### src/rtl/piso_serializer_pkg.sv
// Shared types and constants for the serializer datapath and its bit counter.
package piso_serializer_pkg;

  // Frame state: idle, or a frame is on the serial output
  typedef enum logic {
    SER_IDLE  = 1'b0,
    SER_SHIFT = 1'b1
  } ser_state_e;

  // A frame needs at least two bits so frame_start and frame_end never coincide
  localparam int unsigned SER_MIN_WIDTH = 2;

  // Width of the bit-index counter for a frame of w bits
  function automatic int unsigned cnt_width(input int unsigned w);
    return (w <= 2) ? 1 : $clog2(w);
  endfunction

endpackage

### src/rtl/serializer_bit_counter.sv
// Bit-index counter with clear, enable and terminal-count flag (index == WIDTH-1).
module serializer_bit_counter
  import piso_serializer_pkg::*;
#(
  parameter  int unsigned WIDTH = 4,
  localparam int unsigned CW    = cnt_width(WIDTH)
) (
  input  logic          clk_i,
  input  logic          rst_ni,
  input  logic          clr_i,
  input  logic          en_i,
  output logic [CW-1:0] cnt_o,
  output logic          tc_o
);

  logic [CW-1:0] cnt_q;
  logic [CW-1:0] cnt_d;

  // Clear wins over enable so a reload restarts the frame at bit 0
  always_comb begin
    cnt_d = cnt_q;
    if (clr_i) begin
      cnt_d = '0;
    end else if (en_i) begin
      cnt_d = cnt_q + CW'(1);
    end
  end

  // Counter register
  always_ff @(posedge clk_i or negedge rst_ni) begin
    if (!rst_ni) begin
      cnt_q <= '0;
    end else begin
      cnt_q <= cnt_d;
    end
  end

  assign cnt_o = cnt_q;
  assign tc_o  = (cnt_q == CW'(WIDTH - 1));

endmodule

### src/rtl/piso_serializer.sv
// Parallel-in serial-out stage: takes a word over valid/ready and emits it one bit
// per enabled cycle with frame strobes; back-to-back frames run without a bubble.
module piso_serializer
  import piso_serializer_pkg::*;
#(
  parameter int unsigned WIDTH     = 4,
  parameter bit          MSB_FIRST = 1'b1,
  parameter int unsigned CNT_W     = 16
) (
  input  logic             clk_i,
  input  logic             rst_ni,
  input  logic [WIDTH-1:0] load_data_i,
  input  logic             load_valid_i,
  output logic             load_ready_o,
  input  logic             shift_en_i,
  output logic             dout_o,
  output logic             dout_valid_o,
  output logic             frame_start_o,
  output logic             frame_end_o,
  output logic [CNT_W-1:0] frame_cnt_o
);

  localparam int unsigned CW      = cnt_width(WIDTH);
  localparam int unsigned OUT_IDX = MSB_FIRST ? WIDTH - 1 : 0;

  if (WIDTH < SER_MIN_WIDTH) begin : g_width_chk
    $error("piso_serializer: WIDTH must be at least 2");
  end

  ser_state_e       state_q, state_d;
  logic [WIDTH-1:0] shreg_q, shreg_d;
  logic [CNT_W-1:0] frame_cnt_q, frame_cnt_d;
  logic [CW-1:0]    bit_cnt;
  logic             bit_tc;
  logic             cnt_clr;
  logic             cnt_en;
  logic             ready;
  logic [WIDTH-1:0] shreg_shifted;

  // Bit index within the current frame
  serializer_bit_counter #(
    .WIDTH (WIDTH)
  ) u_bit_cnt (
    .clk_i  (clk_i),
    .rst_ni (rst_ni),
    .clr_i  (cnt_clr),
    .en_i   (cnt_en),
    .cnt_o  (bit_cnt),
    .tc_o   (bit_tc)
  );

  // Move the next bit onto the output end, zero filling behind it
  always_comb begin
    if (MSB_FIRST) begin
      shreg_shifted = {shreg_q[WIDTH-2:0], 1'b0};
    end else begin
      shreg_shifted = {1'b0, shreg_q[WIDTH-1:1]};
    end
  end

  // Next state, handshake and datapath control
  always_comb begin
    state_d     = state_q;
    shreg_d     = shreg_q;
    frame_cnt_d = frame_cnt_q;
    cnt_clr     = 1'b0;
    cnt_en      = 1'b0;
    ready       = 1'b0;
    unique case (state_q)
      SER_IDLE: begin
        ready = 1'b1;
        if (load_valid_i) begin
          shreg_d = load_data_i;
          cnt_clr = 1'b1;
          state_d = SER_SHIFT;
        end
      end
      SER_SHIFT: begin
        if (shift_en_i) begin
          if (bit_tc) begin
            // Last bit leaves this edge; a waiting word follows with no gap
            frame_cnt_d = frame_cnt_q + CNT_W'(1);
            ready       = 1'b1;
            if (load_valid_i) begin
              shreg_d = load_data_i;
              cnt_clr = 1'b1;
            end else begin
              state_d = SER_IDLE;
            end
          end else begin
            shreg_d = shreg_shifted;
            cnt_en  = 1'b1;
          end
        end
      end
      default: state_d = SER_IDLE;
    endcase
  end

  // State, shift register and frame statistics
  always_ff @(posedge clk_i or negedge rst_ni) begin
    if (!rst_ni) begin
      state_q     <= SER_IDLE;
      shreg_q     <= '0;
      frame_cnt_q <= '0;
    end else begin
      state_q     <= state_d;
      shreg_q     <= shreg_d;
      frame_cnt_q <= frame_cnt_d;
    end
  end

  assign load_ready_o  = ready;
  assign dout_valid_o  = (state_q == SER_SHIFT);
  assign dout_o        = dout_valid_o & shreg_q[OUT_IDX];
  assign frame_start_o = dout_valid_o & (bit_cnt == '0);
  assign frame_end_o   = dout_valid_o & bit_tc;
  assign frame_cnt_o   = frame_cnt_q;

endmodule

### config.mk
export PLATFORM = sky130hd
export DESIGN_NAME = piso_serializer
export DESIGN_NICKNAME = d
export VERILOG_FILES = /design/src/rtl/piso_serializer_pkg.sv /design/src/rtl/serializer_bit_counter.sv /design/src/rtl/piso_serializer.sv
export SDC_FILE = /design/constraint.sdc
export NUM_CORES = 1
export LEC_CHECK = 0
export CAP_MARGIN = 0
export CELL_PAD_IN_SITES_DETAIL_PLACEMENT = 1
export CELL_PAD_IN_SITES_GLOBAL_PLACEMENT = 1
export CORE_UTILIZATION = 41
export CTS_BUF_LIST = sky130_fd_sc_hd__clkbuf_8
export DETAILED_ROUTE_END_ITERATION = 12
export GPL_TIMING_DRIVEN = 0
export PLACE_DENSITY_LB_ADDON = 0.1
export SLEW_MARGIN = 5
export SYNTH_ARGS = -nofsm -noshare
export SYNTH_HDL_FRONTEND = slang
export SYNTH_SLANG_ARGS = --single-unit
### constraint.sdc
create_clock -name clk_i -period 2.23 [get_ports clk_i]
set_input_delay 0.223 -clock clk_i [delete_from_list [all_inputs] [get_ports clk_i]]
set_output_delay 0.223 -clock clk_i [all_outputs]
set_load 0.05 [all_outputs]
Yosys cells after proc, flatten, opt, wreduce, memory -nomap -nowiden
Index checks and enable logic that the tools add are counted.
- register bits: 23
- input port bits: 8
- output and inout port bits: 21
- word-level logic and storage cells: 34
- add/sub/neg operators: 2
- eq/ne operators: 2
- muxes and demuxes: 19
- bitwise operators: 4
- reductions and logical operators: 3
- operator list (cell ; number):
    16-bit by 1-bit adder with 16-bit output, second input constant ; 1
    4-bit 2-to-1 mux ; 3
    1-bit 2-to-1 mux ; 10
    4-bit case mux with 2 select lines ; 1
    1-bit case mux with 2 select lines ; 3
    2-bit 2-to-1 mux ; 2
    1-bit bitwise AND ; 3
    3-bit AND reduction ; 1
    2-bit by 1-bit adder with 2-bit output, second input constant ; 1
    2-bit equality test, second input constant ; 1
    2-bit zero test ; 1
    2-bit inequality test, second input constant ; 1
    2-bit nonzero test ; 1
    1-bit NOT ; 1

Logic depth before layout (Yosys ltp)
- depth after elaboration: 6
- gate-level depth with buffers: 5
- depth with buffers taken out: 5

By module
From an unflattened synthesis, not the netlist that was laid out.
- cells, all modules: 98
- area total of the unflattened synthesis: 1121.1 µm²
- by module, submodules not included (module ; instances ; cells an instance ; area an instance (µm²) ; sequential area each (µm²)):
    piso_serializer ; 1 ; 91 ; 1032.2 ; 525.5
    serializer_bit_counter ; 1 ; 7 ; 88.8 ; 50.0

Worst setup path before layout
No wires, ideal clock.
- path type: register -> register
- start point: register frame_cnt_q[0], in the netlist frame_cnt_o[0]
- end point: register frame_cnt_q[14], in the netlist frame_cnt_o[14]
- setup time: 141 ps
- arrival time: 1564 ps
- data required time: 2089 ps
- path slack: 525 ps
- stages on the path, launching flop included: 6
- path buffers: 0
- period minus slack after synthesis: 1705 ps
- cell sequence: dfrtp_1 -> ha_1 -> nand4_2 -> nor3_2 -> nand4_1 -> xnor2_1
- cells in the longest elaborated chain, start to end: 1
- ends and longest elaborated chain (element ; RTL line ; source):
    from (decl) ; piso_serializer.sv:32 ; logic [CNT_W-1:0] frame_cnt_q, frame_cnt_d;
    from (signal assigned) ; piso_serializer.sv:109 ; frame_cnt_q <= frame_cnt_d;
    16-bit by 1-bit adder with 16-bit output ; piso_serializer.sv:82 ; frame_cnt_d = frame_cnt_q + CNT_W'(1);
Every way passes these cells.
A chain may end at the register's enable or synchronous reset.

Worst setup path after layout
- start point: register u_bit_cnt.cnt_q[0], in the netlist u_bit_cnt.cnt_o[0]
- end point: output port frame_start_o
- cells in the longest elaborated chain, start to end: 2
- ends and longest elaborated chain (element ; RTL line ; source):
    from (decl) ; serializer_bit_counter.sv:16 ; logic [CW-1:0] cnt_q;
    from (signal assigned) ; serializer_bit_counter.sv:34 ; cnt_q <= cnt_d;
    2-bit zero test ; piso_serializer.sv:116 ; assign frame_start_o = dout_valid_o & (bit_cnt == '0);
    1-bit bitwise AND ; piso_serializer.sv:116 ;
    to (decl) ; piso_serializer.sv:18 ; output logic frame_start_o,
Every way passes these cells.

==> flow_summary_export.csv <==
group,metric,value,unit
worst_setup_path,critical_path.startpoint_type,"register",
placement,hpwl,1.91,mm
logic_synthesis,synthMuxAreaShare,0.0191,
hold_path,min_to,"frame_cnt_o[15]$_DFFE_PN0P_",
placement,dp_cells,157,
logic_synthesis,syn_area_per_cell,11.2,um2
worst_setup_path,rr_worst_depth,5,
logic_synthesis,synth-edff-count,0,
timing,rsz0062_at_grt,"no",
logic_synthesis,ys_types,29,
timing,fin_tns_setup,0,ns
grt,antenna_found_initial,0,
clock_tree,cts_buffers,3,
grt,grt_pass1_wl,3.74,mm
hold_path,min_from,"frame_cnt_o[15]$_DFFE_PN0P_",
worst_setup_path,cp.required,2.01,ns
logic_synthesis,synth_top_family_by_area,"simple AND/OR/NAND/NOR gates",
grt,overflow,0,
logic_synthesis,yosys_warnings,0,
floorplanning,dieArea,2930,um2
final_layout,area_growth,32.8,%
clock_tree,htree_levels,1,
job,drv_cap,0,
grt,grt_pass1_vias,822,
worst_setup_path,r2r-start,"u_bit_cnt.cnt_o[0]$_DFFE_PN0P_",
logic_synthesis,netlist_top_cells_area,"dfrtp_1, xnor2_1, ha_1, nand2_1, xor2_1",
worst_setup_path,slowest_stage,"clkdlybuf4s50_1",
floorplanning,initial_core_util,0.441,
worst_setup_path,cp-end-kind,"output pin",
timing,fin_crit,2.05,ns
timing,finalWorstSetupSlack,0.179,ns
logic_synthesis,synth-xor-area-share,0.126,
timing,skew,0.00363,ns
logic_synthesis,ys_ff_latch,23,
floorplanning,rows,18,
worst_setup_path,r2r_end,"frame_cnt_o[14]$_DFFE_PN0P_",
logic_synthesis,synth_area,1110,um2
grt,grtUsageMet1,0.226,
logic_synthesis,syn-num-nets,111,
worst_setup_path,crit_buf_inv,2,
grt,use_met3,0.0508,
logic_synthesis,synth_top_area_frac,0.517,
final_layout,drive_gt1_frac,0.0763,
power_and_ir_drop,ir_worst_vdd,756,uV
clock_tree,cts_tree,"built",
grt,grt_use_total,0.183,
logic_synthesis,yosys.area.top_type,"dfrtp_1",
timing,tightest_slew,1.01,ns
logic_synthesis,yosysSeqAreaShare,0.517,
placement,dp_slack,0.0935,ns
route,drc,0,
timing,fmax,0.488,GHz
timing,hold_viol,0,
hold_path,hold_depth,1,
final_layout,diodes,0,
worst_setup_path,critPathMaxFanout,4,
timing,finalSetupViolCount,0,
route,via_per_inst,5.25,
logic_synthesis,synth_flop_cell,"dfrtp_1",
clock_tree,ctsHoldBuffers,0,
logic_synthesis,syn_inst,99,
route,firstDrtPassIters,4,
placement,port_buffers,28,
power_and_ir_drop,power,0.00157,W
power_and_ir_drop,power_leakage,0.668,nW
worst_setup_path,cpPeakStageDelay,0.79,ns
clock_tree,root_buffer,"clkbuf_8",
status,status,"complete, no violations",
placement,place.gp.congestion,0.670,
worst_setup_path,cp.arrival,1.83,ns
logic_synthesis,synth-async-reset-ratio,1.00,
power_and_ir_drop,powerDensity,1060,nW/um2
logic_synthesis,yosys.area_share.simple,0.215,
clock_tree,worst_skew_pair.late_latency,0.26,ns
route,vias,845,
final_layout,layout.cells.non_filler,161,
timing,slew_violations,0,
logic_synthesis,synthAdderAreaFrac,0.0450,
worst_setup_path,worstSetupPathType,"reg2out",
floorplanning,io_pins,29,
route,final_antenna_net_count,0,
logic_synthesis,yosysMostFrequentCell,"dfrtp_1",
worst_setup_path,path_cells,"inv_1 -> ha_1 -> and2_1 -> clkdlybuf4s50_1",
floorplanning,chipWidth,54.1,um
grt,met2_usage,0.305,
floorplanning,fp.dieH,54.1,um
timing,fin_crit_sh,0.920,
hold_path,hold_path_class,"reg2reg",
route,drt_iter0_drc,7,
worst_setup_path,r2r_slack,0.62,ns
floorplanning,core_area,2520,um2
route,wl,2.44,mm
clock_tree,path_clk_slew,0.08,ns
grt,top_usage_layer,"met2",
timing,relSlewSlack,0.325,
grt,grt_max_degree,24,
logic_synthesis,synth-compound-area-share,0.0607,
clock_tree,cts.sinks,23,
final_layout,nets,144,
worst_setup_path,critPathTopFamily,"buffers and inverters",
clock_tree,clockBufferDepth,2,
route,wire_per_inst,15.2,um
logic_synthesis,synth_commonest_cells,"dfrtp_1, xnor2_1, nand2_1",
stage by stage:
step                area (um2)  hold slack, ns   util
floorplan                 1110         -0.0726      -
global placement          1430           0.461  0.567
detailed placement        1430           0.467  0.567
CTS                       1480           0.482  0.585
global route              1480           0.501  0.586
finish                    1480           0.477  0.586
cell usage in the layout (no fill, tap or decap), types with 3 or more instances in the layout:
master,netlist,routed
nand4_1,3,3
nor2_1,3,3
o21ai_0,3,3
xor2_1,4,4
clkbuf_8,0,3
xnor2_1,12,12
and2_1,3,3
inv_1,3,4
a22oi_1,3,3
nand2b_1,3,3
ha_1,4,4
nand3_1,5,5
clkdlybuf4s50_1,0,27
nand2_1,10,10
dfrtp_1,23,23
kinds of logic after synthesis:
logic type      Yosys count
xor+xnor                 16
mux                       2
compound gates           11
buf+inv                   4
simple gates             39
fa+ha+maj                 4
flops                    23
sequential cells by signal (all words and copies together) (netlist names):
signal / count
dout_valid_o: 1
u_bit_cnt.cnt_o: 2
shreg_q: 4
frame_cnt_o: 16
worst max-delay path by stage:
| stage | start | cells past startpoint | slack, ns | endpoint |
|---|---|---|---|---|
| after floorplan | frame_cnt_o[0]$_DFFE_PN0P_ | 5 | 0.53 | frame_cnt_o[14]$_DFFE_PN0P_ |
| after global placement | shift_en_i | 4 | 0.12 | load_ready_o |
| after detailed placement | shift_en_i | 4 | 0.09 | load_ready_o |
| after CTS | u_bit_cnt.cnt_o[0]$_DFFE_PN0P_ | 4 | 0.05 | load_ready_o |
| after global routing | u_bit_cnt.cnt_o[0]$_DFFE_PN0P_ | 4 | 0.12 | frame_start_o |
| final | u_bit_cnt.cnt_o[0]$_DFFE_PN0P_ | 4 | 0.18 | frame_start_o |
what timing repair did:
action,4_1_cts,5_1_grt
resized for setup,0,1
setup buffers,0,0
setup endpoints to repair,0,1
power breakdown:
part           internal [W]  switching [W]
sequential         0.000503      0.0000855
clock              0.000123       0.000128
combinational      0.000266       0.000460
per-layer routing:
layer,wire [um],up-vias,part of all wire
met5,0,-,0
met4,30,0,0.012
met3,93,5,0.038
met2,1230,18,0.50
met1,1090,421,0.45
li1,-,401,-
final cells by class:
class | count | area (um2)
Fill cell | 284 | 1040
Inverter | 3 | 11.3
Clock inverter | 1 | 3.75
Clock buffer | 3 | 41.3
Buffer | 1 | 7.51
Tap cell | 30 | 37.5
Timing Repair Buffer | 28 | 283
Sequential cell | 23 | 576
Multi-Input combinational cell | 72 | 518
Power figures use the tool's default switching activity.
